--- src/rtl/matmult_sched_if.sv ---
// Start/Hold request, status and operand/result RAM control bundle for matmult_sched.
// Perf_cycles/Perf_holds exist only when MATMULT_PERF_CNT_EN is defined.
interface matmult_sched_if #(
  parameter int INADDRW  = 4,
  parameter int OUTADDRW = 8
);
  logic                Start;
  logic                Hold;
  logic                Busy;
  logic                Done;
  logic                Start_err;
  logic                Rd_en;
  logic [INADDRW-1:0]  Rd_A_addr;
  logic [INADDRW-1:0]  Rd_B_addr;
  logic                Wr_en;
  logic [OUTADDRW-1:0] Wr_addr;
`ifdef MATMULT_PERF_CNT_EN
  logic [15:0]         Perf_cycles;
  logic [15:0]         Perf_holds;
`endif

  modport master (
    output Start, Hold,
    input  Busy, Done, Start_err, Rd_en, Rd_A_addr, Rd_B_addr, Wr_en, Wr_addr
`ifdef MATMULT_PERF_CNT_EN
    , input Perf_cycles, Perf_holds
`endif
  );

  modport slave (
    input  Start, Hold,
    output Busy, Done, Start_err, Rd_en, Rd_A_addr, Rd_B_addr, Wr_en, Wr_addr
`ifdef MATMULT_PERF_CNT_EN
    , output Perf_cycles, Perf_holds
`endif
  );
endinterface

--- src/rtl/matmult_sched.sv ---
// Issue/drain sequencer for the DIM x DIM matrix-multiply kernel with result-write tracking.
// Optional busy/hold performance counters are enabled by MATMULT_PERF_CNT_EN.
module matmult_sched #(
  parameter int DIM      = 16,
  parameter int INADDRW  = 4,
  parameter int OUTADDRW = 8,
  parameter int LAT      = 6
) (
  input logic            Clk,
  input logic            Rst_n,
  matmult_sched_if.slave sched
);

  typedef enum logic [1:0] {
    IDLE  = 2'd0,
    RUN   = 2'd1,
    DRAIN = 2'd2,
    DONE  = 2'd3
  } state_t;

  localparam logic [INADDRW-1:0]  LAST_IDX = INADDRW'(DIM - 1);
  localparam logic [INADDRW-1:0]  IN_ZERO  = {INADDRW{1'b0}};
  localparam logic [OUTADDRW-1:0] OUT_ZERO = {OUTADDRW{1'b0}};
  localparam logic [LAT-2:0]      VLD_ZERO = {(LAT-1){1'b0}};

  state_t              state_q;
  logic [INADDRW-1:0]  row_q;
  logic [INADDRW-1:0]  col_q;
  logic [INADDRW-1:0]  rd_a_q;
  logic [INADDRW-1:0]  rd_b_q;
  logic [OUTADDRW-1:0] wcnt_q;
  logic [OUTADDRW-1:0] wr_addr_q;
  logic [LAT-2:0]      vld_q;
  logic                busy_q;
  logic                done_q;
  logic                start_err_q;
  logic                rd_en_q;
  logic                wr_en_q;

  logic                issue_s;
  logic                run_entry_s;
  logic                last_issue_s;
  logic                drained_s;
  logic                in_busy_s;

  // Decide whether this edge issues a read and whether a new run begins
  always_comb begin
    issue_s     = 1'b0;
    run_entry_s = 1'b0;
    case (state_q)
      IDLE, DONE: begin
        run_entry_s = sched.Start;
        issue_s     = sched.Start & ~sched.Hold;
      end
      RUN: begin
        issue_s = ~sched.Hold;
      end
      DRAIN: begin
        issue_s = 1'b0;
      end
      default: begin
        issue_s = 1'b0;
      end
    endcase
    last_issue_s = issue_s && (row_q == LAST_IDX) && (col_q == LAST_IDX);
    drained_s    = !rd_en_q && (vld_q == VLD_ZERO);
    in_busy_s    = (state_q == RUN) || (state_q == DRAIN);
  end

  // Sequencer state, issue counters, valid pipeline and all registered outputs
  always_ff @(posedge Clk or negedge Rst_n) begin
    if (!Rst_n) begin
      state_q     <= IDLE;
      row_q       <= IN_ZERO;
      col_q       <= IN_ZERO;
      rd_a_q      <= IN_ZERO;
      rd_b_q      <= IN_ZERO;
      rd_en_q     <= 1'b0;
      vld_q       <= VLD_ZERO;
      wcnt_q      <= OUT_ZERO;
      wr_addr_q   <= OUT_ZERO;
      wr_en_q     <= 1'b0;
      busy_q      <= 1'b0;
      done_q      <= 1'b0;
      start_err_q <= 1'b0;
    end else begin
      start_err_q <= sched.Start & in_busy_s;
      rd_en_q     <= issue_s;
      rd_a_q      <= issue_s ? row_q : IN_ZERO;
      rd_b_q      <= issue_s ? col_q : IN_ZERO;
      if (issue_s) begin
        if (col_q == LAST_IDX) begin
          col_q <= IN_ZERO;
          row_q <= (row_q == LAST_IDX) ? IN_ZERO : row_q + INADDRW'(1);
        end else begin
          col_q <= col_q + INADDRW'(1);
        end
      end else begin
        col_q <= col_q;
      end

      // The valid pipe keeps shifting under Hold so in-flight products still retire in order
      vld_q <= {vld_q[LAT-3:0], rd_en_q};
      if (vld_q[LAT-2]) begin
        wr_en_q   <= 1'b1;
        wr_addr_q <= wcnt_q;
        wcnt_q    <= wcnt_q + OUTADDRW'(1);
      end else begin
        wr_en_q   <= 1'b0;
        wr_addr_q <= OUT_ZERO;
      end
      if (run_entry_s) begin
        wcnt_q <= OUT_ZERO;
      end

      case (state_q)
        IDLE, DONE: begin
          done_q <= 1'b0;
          if (sched.Start) begin
            state_q <= last_issue_s ? DRAIN : RUN;
            busy_q  <= 1'b1;
          end else begin
            state_q <= IDLE;
            busy_q  <= 1'b0;
          end
        end
        RUN: begin
          state_q <= last_issue_s ? DRAIN : RUN;
          busy_q  <= 1'b1;
          done_q  <= 1'b0;
        end
        DRAIN: begin
          if (drained_s) begin
            state_q <= DONE;
            busy_q  <= 1'b0;
            done_q  <= 1'b1;
          end else begin
            state_q <= DRAIN;
            busy_q  <= 1'b1;
            done_q  <= 1'b0;
          end
        end
        default: begin
          state_q <= IDLE;
          busy_q  <= 1'b0;
          done_q  <= 1'b0;
        end
      endcase
    end
  end

  assign sched.Busy      = busy_q;
  assign sched.Done      = done_q;
  assign sched.Start_err = start_err_q;
  assign sched.Rd_en     = rd_en_q;
  assign sched.Rd_A_addr = rd_a_q;
  assign sched.Rd_B_addr = rd_b_q;
  assign sched.Wr_en     = wr_en_q;
  assign sched.Wr_addr   = wr_addr_q;

`ifdef MATMULT_PERF_CNT_EN
  logic [15:0] perf_cycles_q;
  logic [15:0] perf_holds_q;

  // Busy-cycle and held-issue counters, cleared when a run starts and frozen afterwards
  always_ff @(posedge Clk or negedge Rst_n) begin
    if (!Rst_n) begin
      perf_cycles_q <= 16'd0;
      perf_holds_q  <= 16'd0;
    end else if (run_entry_s) begin
      perf_cycles_q <= 16'd0;
      perf_holds_q  <= 16'd0;
    end else begin
      perf_cycles_q <= busy_q ? perf_cycles_q + 16'd1 : perf_cycles_q;
      perf_holds_q  <= ((state_q == RUN) && sched.Hold) ? perf_holds_q + 16'd1 : perf_holds_q;
    end
  end

  assign sched.Perf_cycles = perf_cycles_q;
  assign sched.Perf_holds  = perf_holds_q;
`endif

endmodule

--- src/flat_wrapper.sv ---
// flat-port wrapper written by rule: the top's interface ports become plain ports
module matmult_sched_flat 
#(
  parameter int DIM      = 16,
  parameter int INADDRW  = 4,
  parameter int OUTADDRW = 8,
  parameter int LAT      = 6
)
  (Clk, Rst_n, sched_Start, sched_Hold, sched_Busy, sched_Done, sched_Start_err, sched_Rd_en, sched_Rd_A_addr, sched_Rd_B_addr, sched_Wr_en, sched_Wr_addr);
  matmult_sched_if #(.INADDRW(INADDRW), .OUTADDRW(OUTADDRW)) sched_i ();
  input logic Clk;
  input logic Rst_n;
  input wire logic [$bits(sched_i.Start)-1:0] sched_Start;
  input wire logic [$bits(sched_i.Hold)-1:0] sched_Hold;
  output wire logic [$bits(sched_i.Busy)-1:0] sched_Busy;
  output wire logic [$bits(sched_i.Done)-1:0] sched_Done;
  output wire logic [$bits(sched_i.Start_err)-1:0] sched_Start_err;
  output wire logic [$bits(sched_i.Rd_en)-1:0] sched_Rd_en;
  output wire logic [$bits(sched_i.Rd_A_addr)-1:0] sched_Rd_A_addr;
  output wire logic [$bits(sched_i.Rd_B_addr)-1:0] sched_Rd_B_addr;
  output wire logic [$bits(sched_i.Wr_en)-1:0] sched_Wr_en;
  output wire logic [$bits(sched_i.Wr_addr)-1:0] sched_Wr_addr;
  assign sched_i.Start = sched_Start;
  assign sched_i.Hold = sched_Hold;
  assign sched_Busy = sched_i.Busy;
  assign sched_Done = sched_i.Done;
  assign sched_Start_err = sched_i.Start_err;
  assign sched_Rd_en = sched_i.Rd_en;
  assign sched_Rd_A_addr = sched_i.Rd_A_addr;
  assign sched_Rd_B_addr = sched_i.Rd_B_addr;
  assign sched_Wr_en = sched_i.Wr_en;
  assign sched_Wr_addr = sched_i.Wr_addr;
  matmult_sched #(.DIM(DIM), .INADDRW(INADDRW), .OUTADDRW(OUTADDRW), .LAT(LAT)) u_core (.Clk(Clk), .Rst_n(Rst_n), .sched(sched_i));
endmodule
--- config.mk ---
export PLATFORM = sky130hd
export DESIGN_NAME = matmult_sched_flat
export DESIGN_NICKNAME = d
export VERILOG_FILES = /design/src/rtl/matmult_sched_if.sv /design/src/rtl/matmult_sched.sv /design/src/flat_wrapper.sv
export SDC_FILE = /design/constraint.sdc
export NUM_CORES = 1
export LEC_CHECK = 0
export BUFFER_PORTS_ARGS = -buffer_cell sky130_fd_sc_hd__buf_4
export CORE_ASPECT_RATIO = 0.6
export CORE_MARGIN = 2
export CORE_UTILIZATION = 55
export CTS_CLUSTER_DIAMETER = 40
export DETAILED_ROUTE_END_ITERATION = 12
export PLACE_DENSITY_LB_ADDON = 0.1
export SETUP_SLACK_MARGIN = 0.15
export SYNTH_ARGS = -nofsm -noshare
export SYNTH_HDL_FRONTEND = slang
export SYNTH_SLANG_ARGS = --single-unit
--- constraint.sdc ---
create_clock -name Clk -period 2.1 [get_ports Clk]
set_input_delay 0.21 -clock Clk [delete_from_list [all_inputs] [get_ports Clk]]
set_output_delay 0.21 -clock Clk [all_outputs]
set_load 0.02 [all_outputs]
* Word level (Yosys, flattened, before mapping)
Index checks and enable logic that the tools add are counted.
** Storage, ports and cells
- Bits in registers :: 44
- Input bits :: 4
- Output and inout bits :: 21
- Word-level logic and storage cells :: 54
** Operators by class
- Add/subtract/negate cells :: 3
- Eq/ne operators :: 5
- Mux-type cells :: 19
- Bitwise logic cells :: 3
- Reductions and logical operators :: 11
** Operator list (number)
- two-way mux 8 bit :: 3
- two-way mux 4 bit :: 4
- adder 4 x 1 -> 4 bit, second input constant :: 2
- adder 8 x 1 -> 8 bit, second input constant :: 1
- equality test 4 bit, second input constant :: 2
- two-way mux 1 bit :: 6
- one-hot mux 1 bit (3 select lines) :: 2
- one-hot mux 2 bit (3 select lines) :: 1
- zero test 5 bit :: 1
- equality test 2 bit, second input constant :: 2
- two-way mux 2 bit :: 2
- logical AND 1 bit :: 3
- OR reduction 3 bit :: 1
- AND 1 bit :: 2
- equality test 2 x 1 -> 1 bit, second input constant :: 1
- zero test 2 bit :: 1
- one-hot mux 1 bit (2 select lines) :: 1
- AND reduction 2 bit :: 1
- nonzero test 2 bit :: 1
- OR reduction 2 bit :: 1
- zero test 1 bit :: 1
- logical OR 1 bit :: 1
- inverter 1 bit :: 1

* Longest topological paths before layout
Gate-level depths: netlist (run 1).
- Depth after elaboration :: 8
- Mapped depth :: 6
- Gate-level depth less buffers :: 5

* Worst setup path after synthesis (run 1)
Ideal clock, no wire load.
- Path type :: flip-flop to flip-flop
- Start point :: reg u_core.state_q[0]
- End point :: reg u_core.col_q[3]
- Library setup time :: 0.119 ns
- Arrival :: 1.491 ns
- Data required time :: 1.981 ns
- Path slack :: 0.490 ns
- Stages on the path, launching flop included :: 7
- Path buffers :: 1
- Cells stage by stage :: dfrtp_1 inv_1 ha_1 mux2i_1 buf_2 o41ai_1 a21bo_2
** Between the ends
- Cells in the longest elaborated chain, start to end :: 3
- Elaborated cells on any way between the ends :: 6
** Ends and longest elaborated chain
- from (decl) :: line matmult_sched.sv:26 : state_t state_q;
- from (signal assigned) :: line matmult_sched.sv:120 : state_q <= last_issue_s ? DRAIN : RUN;
- from (signal assigned) :: line matmult_sched.sv:128 : state_q <= last_issue_s ? DRAIN : RUN;
- equality test 2 bit or zero test 2 bit (tied branches) :: line matmult_sched.sv:50 : case (state_q)
- OR reduction 2 bit
- one-hot mux 1 bit (3 select lines) (*) :: line matmult_sched.sv:50
- to (signal assigned) :: line matmult_sched.sv:96 : col_q <= col_q + INADDRW'(1);
- to (signal assigned) :: line matmult_sched.sv:99 : col_q <= col_q;
- to (decl) :: line matmult_sched.sv:28 : logic [INADDRW-1:0] col_q;
Mark *: on every way between the ends. The rest lies on a longest branch, timed or not.
A chain may end at the register's enable or synchronous reset.

* Worst setup path in the final report (run 1)
- Start point :: reg u_core.state_q[1]
- End point :: reg u_core.col_q[0]
** Between the ends
- Cells in the longest elaborated chain, start to end :: 3
- Elaborated cells on any way between the ends :: 6
** Ends and longest elaborated chain
- equality test 2 bit or zero test 2 bit (tied branches) :: line matmult_sched.sv:50
- OR reduction 2 bit
- one-hot mux 1 bit (3 select lines) (*) :: line matmult_sched.sv:50
- named net u_core.issue_s :: line matmult_sched.sv:40 : logic issue_s;
The timed path passes the listed nets; every way through them passes the cells marked *.

==> results of run 1 <==
-- where the power goes --
group,internal [mW],switching [mW]
clock,0.268,0.260
combinational,0.290,0.355
sequential,1.03,0.133
-- synth_stat cells (all sizes together) --
cell | number | area share, %
xnor2 | 3 | 1.5
mux2 | 4 | 2.6
clkbuf | 2 | 0.44
nor3 | 2 | 0.59
o41ai | 2 | 1.0
nor2b | 1 | 0.37
nand4 | 3 | 1.5
nand2b | 1 | 0.37
o22ai | 1 | 0.37
nor2 | 12 | 2.8
a21oi | 5 | 1.5
and3 | 1 | 0.37
nor3b | 2 | 0.88
inv | 4 | 0.88
and2 | 16 | 5.9
nand4b | 1 | 0.51
mux2i | 2 | 1.2
or2 | 1 | 0.37
nand3 | 5 | 1.5
or4b | 1 | 0.59
dfrtp | 44 | 65
xor2 | 3 | 1.5
ha | 5 | 3.7
or3 | 2 | 0.73
o31ai | 1 | 0.44
nand2 | 3 | 0.66
a21bo | 1 | 0.59
o21ai | 5 | 1.5
buf | 1 | 0.29
a31oi | 2 | 0.73
-- critical path: stages (launching register included) --
cell	delay, ns
dfrtp_1	0.39
ha_1	0.34
mux2i_1	0.52
nor2_2	0.18
mux2_2	0.31
-- state kept, by name (all words and copies together), names as in the netlist --
name	cells
u_core.sched.Start_err	1
u_core.row_q	4
u_core.sched.Busy	1
u_core.sched.Rd_B_addr	4
u_core.sched.Done	1
u_core.sched.Wr_addr	8
u_core.vld_q	5
u_core.wcnt_q	8
u_core.sched.Rd_en	1
u_core.state_q	2
u_core.sched.Rd_A_addr	4
u_core.sched.Wr_en	1
u_core.col_q	4
-- path summary, 6_finish.rpt --
path | from | end | slack [ns] | cells past startpoint
min reg2reg | u_core.vld_q[2] | u_core.vld_q[3] | 0.38 | 0
min in group asynchronous | Rst_n | u_core.wcnt_q[0] | 0.44 | 2
max | u_core.state_q[1] | u_core.col_q[0] | 0.26 | 4
max reg2reg | u_core.state_q[1] | u_core.col_q[0] | 0.26 | 4
min | sched_Hold | u_core.sched.Rd_A_addr[2] | 0.12 | 2
max in group asynchronous | Rst_n | u_core.sched.Wr_addr[5] | 1.30 | 2
-- area by class of cell --
| cell class | count | area [um^2] | share of cell area (%) |
|---|---|---|---|
| Clock buffer | 8 | 90.1 | 4.42 |
| Inverter | 4 | 15.0 | 0.737 |
| Multi-Input combinational cell | 85 | 574 | 28.2 |
| Sequential cell | 44 | 1100 | 54.0 |
| Tap cell | 42 | 52.6 | 2.58 |
| Timing Repair Buffer | 27 | 205 | 10.1 |
-- routing by layer --
metal / vias up / routed length (um)
met5: - / 0
met4: 0 / 57
met3: 8 / 143
met2: 31 / 1280
met1: 535 / 1390
li1: 523 / -
-- metrics by stage --
stage	setup slack, ns	hold slack [ns]	util (%)	power (mW)
3_5_place_dp	0.254	0.230	66.6	1.82
2_1_floorplan	0.490	-0.0856	-	1.58
4_1_cts	0.260	0.111	70.1	2.35
6_report	0.255	0.122	70.1	2.33
5_1_grt	0.158	0.123	70.1	2.47
3_3_place_gp	0.354	0.222	66.6	1.79
-- repair_timing --
item | in CTS | in global routing
hold buffers | 1 | 0
gates resized for setup | 0 | 0
endpoints found under the hold margin | 44 | 0
-- cells by family after synthesis --
logic type	count (synthesis)	share of synthesized area, %
AO/OA/AOI/OAI	17	6.10
XOR/XNOR	6	3.09
adder cells (fa/ha/maj)	5	3.67
buffers and inverters	7	1.62
flip-flops	44	64.7
multiplexers	6	3.82
AND/OR/NAND/NOR	51	17.0
==> reports/results.ini, run 1 <==
[sta]
max-slew-margin-rel_pct=62.3
hold_violations=0
clock.fmax_mhz=542
fin_tns_setup_ns=0
post-route-min-period_ns=1.84
final.period_utilization_pct=87.8
rsz0062_at_grt=no
final-setup-viol-count=0
finClkSkew_ns=0.00772
final_max_slew_viol_count=0
tightest_slew_ns=0.549

[status]
status=finished clean

[yosys]
yosysUniqueCellTypes=32
netlist_instances=136
synth_warnings=0
syn_area_um2=1700
syn_area_per_cell_um2=12.5
yosysSeqAreaShare_pct=64.7
synth_fp_nets=145
ys_seq_elements=44

[setup_path]
arrival_ns=2.03
setup.worst_path.end_class=register
cp_max_fo=9
start_kind=register
crit_type=reg -> reg
cp.required_ns=2.28

[clock_network]
clk_latency_ns=0.29
path_clk_slew_ns=0.08
cts.sinks=44
h-tree-depth=2
numCtsBuffers=5
cts_tree=built
cts_root_buf=clkbuf_8
clk_path_buf_depth=2
cts_setup_buffers=0

[die]
fp.dieW_um=75.8
start_util_pct=58.5
fp.dieH_um=47.1
coreArea_um2=2910
ios=25
row_count=15
dieArea_um2=3570

[hold_path]
hp-class=in -> reg

[layout]
area_delta_synth_final_pct=19.7
finalNetCount=176
layout_commonest_cell=dfrtp_1
n_antenna_cell=0
final_cell_mix=dfrtp_1, buf_4, and2_1, nor2_1, clkbuf_8
final_cells=210
fillCellCount=201
drive_gt1_share_pct=23.8
final_area_um2=2040

[routing]
wl_mm=2.87
antenna_left=0
first_pass_iters=4
viasPerCell=5.22
wire_per_inst_um=13.7
drc=0
dr.first_iter.drc_count=86
vias=1097

[grt]
grt_antenna_before_repair=0
met3_usage_pct=6.87
grt_max_degree=45
grt_pass1_wl_mm=4.55
grt_busiest_layer=met2
grt.overflow.total=0
grtUsageMet1_pct=25.1
grt.total_usage_pct=18.7
met2_usage_pct=26.9
grt_pass1_vias=1024

[placement]
placed_area_um2=1940
dp_hpwl_mm=1.99
port_buffers=24
placedCellCount=201
place_congestion=0.856

[pwr]
peakVddDrop_mv=0.563
powerDensity_nw_per_um2=1140
p_leak_nw=0.997

[run]
maxCapViolations=0

(Power assumes the default switching activity.)
==> run 2: changes to the inputs <==
Settings changed: CTS_BUF_LIST set to sky130_fd_sc_hd__clkbuf_8 sky130_fd_sc_hd__clkbuf_16.
==> reports/results.ini, run 2 (synthesized netlist as in run 1, its figures left out) <==
[die]
row_count=15  ; unchanged
ios=25  ; unchanged
start_util_pct=58.5  ; unchanged
fp.dieW_um=75.8  ; unchanged
coreArea_um2=2910  ; unchanged
fp.dieH_um=47.1  ; unchanged
dieArea_um2=3570  ; unchanged

[pwr]
finalPower_mw=2.32  ; -0.43%
p_leak_nw=1.01  ; +0.83%
peakVddDrop_mv=0.563  ; about the same
powerDensity_nw_per_um2=1140  ; -0.43%

[setup_path]
reg2reg_from=u_core.state_q[1]
arrival_ns=2.03  ; about the same
ff2ff_path_depth=4  ; unchanged
setup.worst_path.end_class=register
cp_max_fo=9  ; unchanged
cp-startpoint=u_core.state_q[1]
r2r_setup_slack_ns=0.26  ; about the same
timing.rr.end=u_core.col_q[0]
cp.required_ns=2.28  ; about the same
crit_type=reg -> reg
start_kind=register

[routing]
viasPerCell=5.23  ; about the same
dr.first_iter.drc_count=85  ; -1.2%
vias=1098  ; +0.091%
wl_mm=2.87  ; -0.14%
antenna_left=0  ; unchanged
first_pass_iters=4  ; unchanged
wire_per_inst_um=13.7  ; -0.14%
drc=0  ; unchanged

[sta]
final-setup-viol-count=0  ; unchanged
tightest_slew_ns=0.549  ; unchanged
clock.fmax_mhz=542  ; unchanged
final.period_utilization_pct=87.8  ; unchanged
post-route-min-period_ns=1.84  ; unchanged
final_max_slew_viol_count=0  ; unchanged
hold_violations=0  ; unchanged
rsz0062_at_grt=no
finClkSkew_ns=0.00735  ; -0.000371 ns
fin_tns_setup_ns=0  ; unchanged
max-slew-margin-rel_pct=62.3  ; unchanged

[clock_network]
cts_root_buf=clkbuf_8
cts_tree=built
h-tree-depth=2  ; unchanged
numCtsBuffers=5  ; unchanged
clk_latency_ns=0.29  ; about the same
clk_path_buf_depth=2  ; unchanged
cts_setup_buffers=0  ; unchanged
cts.sinks=44  ; unchanged
path_clk_slew_ns=0.08  ; about the same

[layout]
layout_commonest_cell=dfrtp_1
final_cell_mix=dfrtp_1, buf_4, and2_1, nor2_1
final_area_um2=2040  ; unchanged
finalNetCount=176  ; unchanged
multiInputGateArea_um2=574  ; unchanged
seq_area_um2=1100  ; unchanged
fillCellCount=201  ; unchanged
n_antenna_cell=0  ; unchanged
area_delta_synth_final_pct=19.7  ; unchanged
drive_gt1_share_pct=23.8  ; unchanged

[grt]
grt_max_degree=45  ; unchanged
grt_pass1_wl_mm=4.55  ; unchanged
grt_antenna_before_repair=0  ; unchanged
grt_pass1_vias=1024  ; unchanged
grt.overflow.total=0  ; unchanged
grt.total_usage_pct=18.7  ; unchanged

[placement]
dp_hpwl_mm=1.99  ; unchanged
placed_area_um2=1940  ; unchanged
port_buffers=24  ; unchanged
place_congestion=0.856  ; unchanged

[hold_path]
hold_end=u_core.sched.Rd_A_addr[2]
hp-class=in -> reg
whs_path_depth=2  ; unchanged
holdCritStartpoint=sched_Hold

[status]
status=finished clean

[run]
maxCapViolations=0  ; unchanged

run 2: worst max-delay path by stage:
stage / slack, ns / end
floorplan: 0.49 / u_core.col_q[3]
global placement: 0.35 / u_core.col_q[0]
detailed placement: 0.25 / u_core.row_q[3]
CTS: 0.26 / u_core.col_q[0]
global route: 0.16 / u_core.col_q[0]
finish: 0.26 / u_core.col_q[0]
run 2: timing repair:
action / in CTS / in global routing
hold endpoints to repair: 44 / 0
resized for setup: 0 / 0
hold buffers: 1 / 0
run 2: through the flow:
| stage | cells | util [%] | setup WS [ns] | hold WS, ns |
|---|---|---|---|---|
| 2_1_floorplan | 136 | - | 0.490 | -0.0856 |
| 3_3_place_gp | 201 | 66.6 | 0.354 | 0.222 |
| 3_5_place_dp | 201 | 66.6 | 0.254 | 0.230 |
| 4_1_cts | 210 | 70.1 | 0.260 | 0.111 |
| 5_1_grt | 210 | 70.1 | 0.158 | 0.123 |
| 6_report | 210 | 70.1 | 0.255 | 0.122 |
run 2: per-layer routing:
metal	routed length [um]	part of all wire [%]	vias up	global-route usage, %
li1	-	-	523	-
met1	1390	48	536	25.1
met2	1280	45	31	26.9
met3	143	5.0	8	6.87
met4	57	2.0	0	10.5
met5	0	0	-	0
run 2: cell type report:
cell class | instances | area share, %
well taps | 42 | 2.58
multi-input cells | 85 | 28.2
inverters | 4 | 0.737
repair buffers | 27 | 10.1
clock buffers | 6 | 4.05
flip-flops and latches | 44 | 54.0
clock inverters | 2 | 0.368
run 2: worst max-delay path: stages (launching register included):
cell and delay [ns]:
dfrtp_1 0.39, ha_1 0.34, mux2i_1 0.52, nor2_2 0.18, mux2_2 0.31
run 2: where the power goes:
| part | leakage, nW | internal, mW | total, mW | switching (mW) |
|---|---|---|---|---|
| Clock | 0.0538 | 0.258 | 0.518 | 0.260 |
| Combinational | 0.370 | 0.290 | 0.645 | 0.355 |
| Sequential | 0.581 | 1.03 | 1.16 | 0.133 |
==> run 3: changes to the inputs <==
Settings changed: CAP_MARGIN set to 20, PLACE_DENSITY set to 0.74, PLACE_DENSITY_LB_ADDON 0.1 to not set.
==> reports/results.ini, run 3 (synthesized netlist as in run 1, its figures left out) <==
[routing]
first_pass_iters=4  ; unchanged
dr.first_iter.drc_count=80  ; -5.9%
antenna_left=0  ; unchanged
vias=1104  ; +0.55%
wire_per_inst_um=13.9  ; +1.5%
wl_mm=2.91  ; +1.5%
viasPerCell=5.26  ; +0.55%
drc=0  ; unchanged

[clock_network]
cts_setup_buffers=0  ; unchanged
cts_tree=built
cts_root_buf=clkbuf_8
clk_latency_ns=0.29  ; about the same
h-tree-depth=2  ; unchanged
path_clk_slew_ns=0.07  ; about the same
numCtsBuffers=5  ; unchanged
cts.sinks=44  ; unchanged
clk_path_buf_depth=2  ; unchanged

[pwr]
p_sw_share_pct=32.4  ; +0.13 points
power_frac_seq_pct=50.0  ; about the same
internal_power_mw=1.58  ; +0.21%
p_sw_mw=0.755  ; +0.83%
peakVddDrop_mv=0.614  ; +9.0%
clockPowerShare_pct=22.0  ; -0.3 points
pwr-share-comb_pct=28.0  ; +0.2 points
powerDensity_nw_per_um2=1140  ; +0.16%
p_leak_nw=1.01  ; about the same

[die]
fp.dieH_um=47.1  ; unchanged
coreArea_um2=2910  ; unchanged
fp.dieW_um=75.8  ; unchanged
ios=25  ; unchanged
dieArea_um2=3570  ; unchanged
start_util_pct=58.5  ; unchanged
row_count=15  ; unchanged

[sta]
fin_tns_setup_ns=0  ; unchanged
final-setup-viol-count=0  ; unchanged
max-slew-margin-rel_pct=65.5  ; +3.1 points
tightest_slew_ns=0.518  ; -0.0311 ns
rsz0062_at_grt=no
final_max_slew_viol_count=0  ; unchanged
final.period_utilization_pct=83.0  ; -4.9 points
clock.fmax_mhz=574  ; +5.9%
hold_violations=0  ; unchanged
finClkSkew_ns=0.00458  ; -0.00277 ns
post-route-min-period_ns=1.74  ; -0.102 ns

[grt]
grt_pass1_wl_mm=4.73  ; +3.8%
grt.overflow.total=0  ; unchanged
grt_max_degree=45  ; unchanged
grt.total_usage_pct=19.0  ; +0.21 points
grt_pass1_vias=1037  ; +1.3%
grt_antenna_before_repair=0  ; unchanged

[setup_path]
cp_slowest_stage_delay_ns=0.36  ; -0.16 ns
start_kind=register
ff2ff_path_depth=6  ; +2
reg2reg_from=u_core.state_q[0]
critical_path.top_delay_family=multiplexers
crit_type=reg -> reg
r2r_setup_slack_ns=0.36  ; +0.10 ns
arrival_ns=1.92  ; -0.11 ns
slowest_stage=dfrtp_1
timing.rr.end=u_core.col_q[1]
cp-startpoint=u_core.state_q[0]
cp_max_fo=11  ; +2
cp.required_ns=2.28  ; about the same
path_buf_inv=2  ; +2
path_cells=inv_1 > ha_1 > mux2i_1 > buf_4 > nor2_4 > mux2_2
setup.worst_path.end_class=register

[layout]
seq_area_um2=1100  ; unchanged
n_antenna_cell=0  ; unchanged
area_delta_synth_final_pct=20.0
drive_gt1_share_pct=23.8  ; unchanged
layout_commonest_cell=dfrtp_1
multiInputGateArea_um2=579  ; +0.87%
fillCellCount=212  ; +5.5%
final_cell_mix=dfrtp_1, buf_4, and2_1, nor2_1
finalNetCount=176  ; unchanged
utilization_pct=70.2  ; +0.17 points

[hold_path]
hold_end=u_core.sched.Rd_A_addr[2]
holdCritStartpoint=sched_Hold
whs_path_depth=2  ; unchanged
hp-class=in -> reg

[placement]
dp_hpwl_mm=2.06  ; +3.2%
place_congestion=0.817  ; -4.6%
port_buffers=24  ; unchanged

[run]
maxCapViolations=0  ; unchanged

[status]
status=finished clean

-- run 3: cell counts in the layout (fill, tap and decap cells not counted) --
Identical to the previous run, type by type.
-- run 3: layout make-up --
cell class / count / share of cell area, %
inverter: 4 / 0.735
tap: 42 / 2.57
timing repair buffer: 27 / 10.0
clock inverter: 2 / 0.367
sequential: 44 / 53.9
clock buffer: 6 / 4.04
multi-input combinational: 85 / 28.4
-- run 3: per-stage QoR --
step | power [mW] | area [um^2] | setup WS [ns] | instances | hold slack, ns
2_1_floorplan | 1.58 | 1700 | 0.490 | 136 | -0.0856
3_3_place_gp | 1.80 | 1940 | 0.377 | 201 | 0.221
3_5_place_dp | 1.83 | 1940 | 0.268 | 201 | 0.226
4_1_cts | 2.35 | 2040 | 0.248 | 210 | 0.120
5_1_grt | 2.47 | 2040 | 0.200 | 210 | 0.152
6_report | 2.33 | 2040 | 0.357 | 210 | 0.145
-- run 3: how the worst max path moves through the flow --
stage | to | slack (ns) | cells after the start
after floorplan | u_core.col_q[3] | 0.49 | 6
after global placement | u_core.col_q[1] | 0.38 | 6
after detailed placement | u_core.col_q[1] | 0.27 | 6
after CTS | u_core.col_q[1] | 0.25 | 6
after global routing | u_core.col_q[3] | 0.20 | 6
final | u_core.col_q[1] | 0.36 | 6
-- run 3: routing by layer --
metal	wire length, um	vias up	GRT usage, %
met3	154	5	6.01
li1	-	527	-
met2	1270	34	27.1
met4	46	0	10.2
met1	1450	538	26.2
met5	0	-	0
-- run 3: power by group through the flow --
stage	Clock (mW)	Sequential, mW	Combinational (mW)
floorplan	0	1.24	0.339
global placement	0	1.17	0.628
detailed placement	0	1.18	0.651
CTS	0.530	1.17	0.654
global route	0.554	1.19	0.728
finish	0.513	1.17	0.653
-- run 3: timing repair --
item | 4_1_cts | 5_1_grt
gates resized for setup | 0 | 1
hold buffers | 1 | 0
endpoints found under the setup margin | 0 | 2
endpoints found under the hold margin | 44 | 0
